### src/rtl/boot_word_loader_pkg.sv
// rtl/boot_word_loader_pkg.sv - shared state encoding and header-field sizing for the boot word loader
package boot_word_loader_pkg;

    typedef enum logic [2:0] {
        ST_IDLE   = 3'd0,
        ST_HEADER = 3'd1,
        ST_DATA   = 3'd2,
        ST_CHECK  = 3'd3,
        ST_DONE   = 3'd4,
        ST_ERROR  = 3'd5
    } loader_state_t;

    // The frame length must be able to express 2^ADDR_WIDTH words, so it needs one extra bit.
    function automatic int hdr_len_width(input int addr_width);
        return addr_width + 1;
    endfunction

endpackage

### src/rtl/boot_word_loader_serial_bit_sync.sv
// rtl/boot_word_loader_serial_bit_sync.sv - synchronises ser_clk/ser_data and flags each ser_clk rising edge
module serial_bit_sync #(
    parameter int SYNC_STAGES = 2
) (
    input  logic clk,
    input  logic reset,
    input  logic ser_clk,
    input  logic ser_data,
    output logic bit_valid,
    output logic bit_value
);

    logic [SYNC_STAGES-1:0] clk_sync;
    logic [SYNC_STAGES-1:0] data_sync;
    logic                   clk_prev;

    // Both lines use equal-depth chains so the sampled data stays aligned with its strobe.
    always_ff @(posedge clk) begin
        if (reset) begin
            clk_sync  <= '0;
            data_sync <= '0;
            clk_prev  <= 1'b0;
            bit_valid <= 1'b0;
            bit_value <= 1'b0;
        end else begin
            clk_sync  <= {clk_sync[SYNC_STAGES-2:0], ser_clk};
            data_sync <= {data_sync[SYNC_STAGES-2:0], ser_data};
            clk_prev  <= clk_sync[SYNC_STAGES-1];
            bit_valid <= clk_sync[SYNC_STAGES-1] & ~clk_prev;
            bit_value <= data_sync[SYNC_STAGES-1];
        end
    end

endmodule

### src/rtl/boot_word_loader.sv
// rtl/boot_word_loader.sv - loads a length-prefixed, XOR-checked serial frame into a memory write port
module boot_word_loader
    import boot_word_loader_pkg::*;
#(
    parameter int WORD_WIDTH  = 32,
    parameter int ADDR_WIDTH  = 12,
    parameter int SYNC_STAGES = 2,
    parameter int TIMEOUT     = 65535
) (
    input  logic                  clk,
    input  logic                  reset,
    input  logic                  enable,
    input  logic                  ser_clk,
    input  logic                  ser_data,
    output logic                  wr_en,
    output logic [ADDR_WIDTH-1:0] wr_addr,
    output logic [WORD_WIDTH-1:0] wr_data,
    output logic                  busy,
    output logic                  done,
    output logic                  error,
    output logic [ADDR_WIDTH:0]   word_count
);

    localparam int HDR_W     = hdr_len_width(ADDR_WIDTH);
    localparam int BIT_CNT_W = $clog2(WORD_WIDTH);
    localparam int TMO_W     = $clog2(TIMEOUT + 1);

    loader_state_t          state;
    loader_state_t          state_next;
    logic                   bit_valid;
    logic                   bit_value;
    logic [WORD_WIDTH-1:0]  shift_reg;
    logic [WORD_WIDTH-1:0]  assembled;
    logic [WORD_WIDTH-1:0]  checksum;
    logic [BIT_CNT_W-1:0]   bit_cnt;
    logic [TMO_W-1:0]       tmo_cnt;
    logic [HDR_W-1:0]       frame_len;
    logic [HDR_W-1:0]       hdr_len;
    logic                   in_frame;
    logic                   word_done;
    logic                   timed_out;
    logic                   last_data;
    logic                   hdr_too_big;

    serial_bit_sync #(
        .SYNC_STAGES(SYNC_STAGES)
    ) u_sync (
        .clk      (clk),
        .reset    (reset),
        .ser_clk  (ser_clk),
        .ser_data (ser_data),
        .bit_valid(bit_valid),
        .bit_value(bit_value)
    );

    assign in_frame    = (state == ST_HEADER) || (state == ST_DATA) || (state == ST_CHECK);
    assign assembled   = {shift_reg[WORD_WIDTH-2:0], bit_value};
    assign word_done   = in_frame && bit_valid && (bit_cnt == BIT_CNT_W'(WORD_WIDTH - 1));
    assign hdr_len     = assembled[HDR_W-1:0];
    assign hdr_too_big = hdr_len > {1'b1, {ADDR_WIDTH{1'b0}}};
    assign last_data   = (word_count + HDR_W'(1)) == frame_len;
    // An edge arriving on the expiry cycle wins, since bit_valid blocks the timeout.
    assign timed_out   = in_frame && !bit_valid && (tmo_cnt == TMO_W'(TIMEOUT - 1));

    assign busy  = in_frame;
    assign done  = (state == ST_DONE);
    assign error = (state == ST_ERROR);

    always_ff @(posedge clk) begin
        if (reset) begin
            state <= ST_IDLE;
        end else begin
            state <= state_next;
        end
    end

    always_comb begin
        state_next = state;
        case (state)
            ST_IDLE: begin
                if (enable && bit_valid) state_next = ST_HEADER;
            end
            ST_HEADER: begin
                if (word_done) begin
                    if (hdr_too_big)          state_next = ST_ERROR;
                    else if (hdr_len == '0)   state_next = ST_CHECK;
                    else                      state_next = ST_DATA;
                end else if (timed_out) begin
                    state_next = ST_ERROR;
                end
            end
            ST_DATA: begin
                if (word_done) begin
                    if (last_data) state_next = ST_CHECK;
                end else if (timed_out) begin
                    state_next = ST_ERROR;
                end
            end
            ST_CHECK: begin
                if (word_done)      state_next = (assembled == checksum) ? ST_DONE : ST_ERROR;
                else if (timed_out) state_next = ST_ERROR;
            end
            ST_DONE, ST_ERROR: begin
                if (!enable) state_next = ST_IDLE;
            end
            default: state_next = ST_IDLE;
        endcase
        if (!enable) state_next = ST_IDLE;
    end

    always_ff @(posedge clk) begin
        if (reset) begin
            shift_reg  <= '0;
            bit_cnt    <= '0;
            checksum   <= '0;
            tmo_cnt    <= '0;
            frame_len  <= '0;
            word_count <= '0;
            wr_en      <= 1'b0;
            wr_addr    <= '0;
            wr_data    <= '0;
        end else begin
            wr_en <= 1'b0;

            if (bit_valid && (in_frame || (state == ST_IDLE && enable))) begin
                shift_reg <= assembled;
                bit_cnt   <= word_done ? '0 : bit_cnt + BIT_CNT_W'(1);
            end

            if (!in_frame || bit_valid) tmo_cnt <= '0;
            else                        tmo_cnt <= tmo_cnt + TMO_W'(1);

            if (state == ST_IDLE && state_next == ST_HEADER) begin
                word_count <= '0;
                checksum   <= '0;
            end

            if (state == ST_HEADER && word_done) begin
                frame_len  <= hdr_len;
                word_count <= '0;
                checksum   <= '0;
            end

            if (state == ST_DATA && word_done && enable) begin
                wr_en      <= 1'b1;
                wr_addr    <= word_count[ADDR_WIDTH-1:0];
                wr_data    <= assembled;
                word_count <= word_count + HDR_W'(1);
                checksum   <= checksum ^ assembled;
            end

            // Leaving the frame drops any partially assembled word.
            if (!(state_next == ST_HEADER || state_next == ST_DATA || state_next == ST_CHECK)) begin
                shift_reg <= '0;
                bit_cnt   <= '0;
            end
        end
    end

endmodule

### config.mk
export PLATFORM = sky130hd
export DESIGN_NAME = boot_word_loader
export DESIGN_NICKNAME = d
export VERILOG_FILES = /design/src/rtl/boot_word_loader_pkg.sv /design/src/rtl/boot_word_loader_serial_bit_sync.sv /design/src/rtl/boot_word_loader.sv
export SDC_FILE = /design/constraint.sdc
export NUM_CORES = 1
export LEC_CHECK = 0
export ABC_AREA = 1
export CORE_MARGIN = 2
export CORE_UTILIZATION = 50
export DETAILED_ROUTE_END_ITERATION = 8
export MAX_ROUTING_LAYER = met4
export PLACE_DENSITY_LB_ADDON = 0.08
export SETUP_SLACK_MARGIN = 0.5
export SYNTH_ARGS = -nofsm -noshare
export SYNTH_HDL_FRONTEND = slang
export SYNTH_SLANG_ARGS = --single-unit
### constraint.sdc
create_clock -name clk -period 4.65 [get_ports clk]
set_input_delay 1.1625 -clock clk [delete_from_list [all_inputs] [get_ports clk]]
set_output_delay 1.1625 -clock clk [all_outputs]
set_load 0.05 [all_outputs]
### Word-level counts from Yosys, hierarchy flattened

Index checks and enable logic that the tools add are counted.

* register bits: 165
* input port bits: 5
* logic and storage cells: 79

* $add $sub $neg: 3
* magnitude comparators: 1
* equal/unequal tests: 12
* multiplexer cells: 19
* bitwise gates (word level): 4
* reduce and logical (&&, ||, !) cells: 25

Operators with widths (count)
* 32-bit two-way mux: 3
* 13-bit two-way mux: 3
* 32-bit == test: 1
* 32-bit XOR: 1
* 3-bit two-way mux: 8
* 16-bit by 1-bit adder with 16-bit output (second input constant): 1
* 16-bit == test (second input constant): 1
* 3-bit case mux with 5 select lines: 1
* 13-bit by 1-bit adder with 13-bit output (second input constant): 1
* 13-bit == test: 1
* 13-bit > comparator (second input constant): 1
* 13-bit logical NOT: 1
* 3-bit by 2-bit == test with 1-bit output (second input constant): 4
* 1-bit logical AND: 11
* 3-bit by 1-bit == test with 1-bit output (second input constant): 2
* 3-bit == test (second input constant): 2
* 1-bit logical OR: 6
* 2-bit OR reduction: 3
* 5-bit by 1-bit adder with 5-bit output (second input constant): 1
* 5-bit == test (second input constant): 1
* 5-bit two-way mux: 1
* 3-bit logical NOT: 1
* 1-bit two-way mux: 3
* 3-bit nonzero test: 1
* other kinds (3): 5

### Longest topological paths before layout

* depth after elaboration: 14
* depth in mapped cells: 21
* depth with buffers taken out: 20

### Cells and area by module

Synthesis repeated with hierarchy kept, for this count alone.

* cell total of the unflattened synthesis: 920
* area, all modules: 7020.5 µm²

By module, submodules not included
* boot_word_loader: instances 1, cells each 899, area an instance 6825.3 µm²
* serial_bit_sync: instances 1, cells each 21, area an instance 195.2 µm²

### Least setup slack after synthesis

No wires, ideal clock.

* path kind: register to output
* from: register state[2]
* to: output port error
* arrival: 1647 ps
* required time: 3488 ps
* slack: 1840 ps
* cell stages (with the launch flop): 3
* path buffers: 0
* cell sequence: dfxtp_1 inv_1 nor3_1

* cells in the longest elaborated chain, start to end: 1

RTL lines
* start: declaration: line boot_word_loader.sv:28 `loader_state_t state;`
* start signal: assignment: line boot_word_loader.sv:73 `state <= state_next;`
* 3-bit == test: line boot_word_loader.sv:67 `assign error = (state == ST_ERROR);`
* end: declaration: line boot_word_loader.sv:20 `output logic error,`

No other way between the ends.

### Worst setup path after layout

Same ends and word-level chain as after synthesis.

==> out/metrics.cfg <==
[run_status]
status = completed

[finish]
design_area_um2 = 8163
areaGrowthSynthToFinish_pct = 18.19
final_util_pct = 61.15
final_net_count = 959
diodes = 0
drive_gt1_share_pct = 7.180

[detailed_routing]
wl_met1_mm = 7.312
routed-via-count = 5872
via_per_inst = 5.164
totalWireLength_mm = 15.61
drtIter0Drc = 498
dr.max_layer_used = met4
route.met3.wl_um = 622
route.met2.wl_mm = 7.492
ant_nets = 0
post_drt_wl_per_cell_um = 13.73
first_pass_iters = 7
drc = 0

[die]
die_y_um = 121.5
dieArea_um2 = 14770
design.portCount = 66
core_area_um2 = 13350
rows = 42
initial_utilization_pct = 51.74
die_x_um = 121.5

[timing]
hold_viol = 0
fmax_ghz = 0.2962
setup_violations = 0
rsz0062_at_grt = false
clock_skew_ns = 0.007658
finalSetupTns_ns = 0
worst_slew_margin_rel_pct = 50.59
min_period_ns = 3.376
worstMarginPinSlew_ns = 0.7393
drv_slew = 0
fin_crit_sh_pct = 72.61
fin_ws_ns = 1.274

[logic_synthesis]
yosys_warnings = 0
synth_top_family_by_area = simple AND/OR/NAND/NOR gates
yosys.area.top_type = dfxtp_1
yosysSeqAreaShare_pct = 47.83
synth-edff-count = 0
syn-instance-count = 899
synth_adder_area_share_pct = 0.9058
ys_ff_latch = 165
synth_nets = 909
synth_area_leaders = dfxtp_1, o21ai_0, nand2_1, nand3_1, nor2_1
synthMuxAreaShare_pct = 0.1449
synth-xor-area-share_pct = 5.543
ys.flop_type = dfxtp_1
synth.most_common_cell = dfxtp_1
yosys.area.top_type_share_pct = 47.83
syn-cell-area_um2 = 6907
synthDistinctLibCells = 42
synthArstFlopShare_pct = 0
synth-compound-area-share_pct = 15.72
synth-simple-area-share_pct = 22.30
avgSynthCellArea_um2 = 7.683
yosys-top-cells-count = dfxtp_1, nand2_1, o21ai_0

[critical_path]
critPathKind = register to primary output
startpoint_type = register
endpoint_kind = primary output
ff2ff_setup_slack_ns = 1.93
crit_arrival_ns = 2.21
crit_fanout = 7
required_ns = 3.49

[clock_tree]
cts_setup_buffers = 0
root_buffer = clkbuf_16
cts_tree = built
clock_latency_ns = 0.43
cts_buffers = 17
postCtsHoldBufs = 0
cts_resized = 0
clock_sinks = 165
path_clk_slew_ns = 0.06
clockBufferDepth = 2
cts_max_level = 4

[global_routing]
gr-total-overflow = 0
grtUsageTotal_pct = 23.07
antenna_found_initial = 0
grt_pass1_wl_mm = 26.12
grt_max_degree = 47
grt_pass1_vias = 5546

[placed_design]
globalplace.congestion = 0.9489
dpl-instance-area_um2 = 7639
port_buffers = 65
hpwlAfterDp_mm = 10.69
dp_slack_ns = 1.359

[flow_run]
max-cap-violations = 0

[pwr]
ir_drop_v = 0.0002332
p_leak_uw = 0.002946
powerDensity_nw_per_um2 = 332.5

[worst_hold_path]
holdCritPathClass = register to register

==> metal layers <==
metal | vias up | GRT usage [%]
met5 | - | -
met4 | 0 | 7.112
met3 | 17 | 5.571
met2 | 113 | 38.03
li1 | 3052 | -
met1 | 2690 | 28.10
==> report_power, final <==
group          leakage [µW]  total (µW)  switching, µW  internal (µW)
Clock              0.000263        1260            565            692
Combinational       0.00135        40.3           29.2           11.2
Sequential          0.00133        1420           1.78           1420
Total               0.00295        2710            595           2120
==> final cells by class <==
class / instances / area, µm²
Clock buffer: 19 / 442.9
Clock inverter: 12 / 81.33
Fill cell: 1226 / 5185
Inverter: 88 / 330.3
Multi-Input combinational cell: 605 / 3082
Sequential cell: 165 / 3303
Tap cell: 176 / 220.2
Timing Repair Buffer: 72 / 703.2
==> worst max-delay path, cell delays in order (launching register included) <==
cell	delay, ns
dfxtp_1	0.51
inv_1	0.13
nor3_1	0.28
clkdlybuf4s50_1	0.87
==> final timing paths <==
path,startpoint,endpoint,depth (start not counted)
min reg2reg,u_sync.clk_prev,u_sync.bit_valid,1
max reg2reg,bit_cnt[0],word_count[8],12
min,u_sync.clk_prev,u_sync.bit_valid,1
max,state[2],error,3
==> metrics by stage <==
stage | cells | hold WS, ns | power [µW]
CTS | 1137 | 0.3856 | 2738
finish | 1137 | 0.3830 | 2715
global placement | 1106 | 0.3837 | 1488
global route | 1137 | 0.4131 | 2808
detailed placement | 1106 | 0.3792 | 1489
floorplan | 899 | 0.3728 | 1479
==> cell families after synthesis <==
logic type | count (synthesis)
simple gates | 347
compound gates | 210
flops | 165
buf+inv | 129
xor+xnor | 42
fa+ha+maj | 5
mux | 1
==> layout by cell type (no fill, tap or decap), types with 2 or more instances in the layout <==
cell               n
a21oi_1           67
a32o_1             2
buf_4              7
clkbuf_16         17
clkdlybuf4s50_1   65
clkinv_2           6
clkinv_4           3
dfxtp_1          165
ha_1               5
inv_1             85
inv_2              3
inv_6              2
nand2_1          136
nand2_2            4
nand3_1           73
nand4_1            7
nor2_1            95
nor2_2            13
nor2_4             2
nor3_1             6
o21ai_0          129
o21ai_1            4
or2_2              4
xnor2_1           35
xor2_1             6
Power figures use the tool's default switching activity.
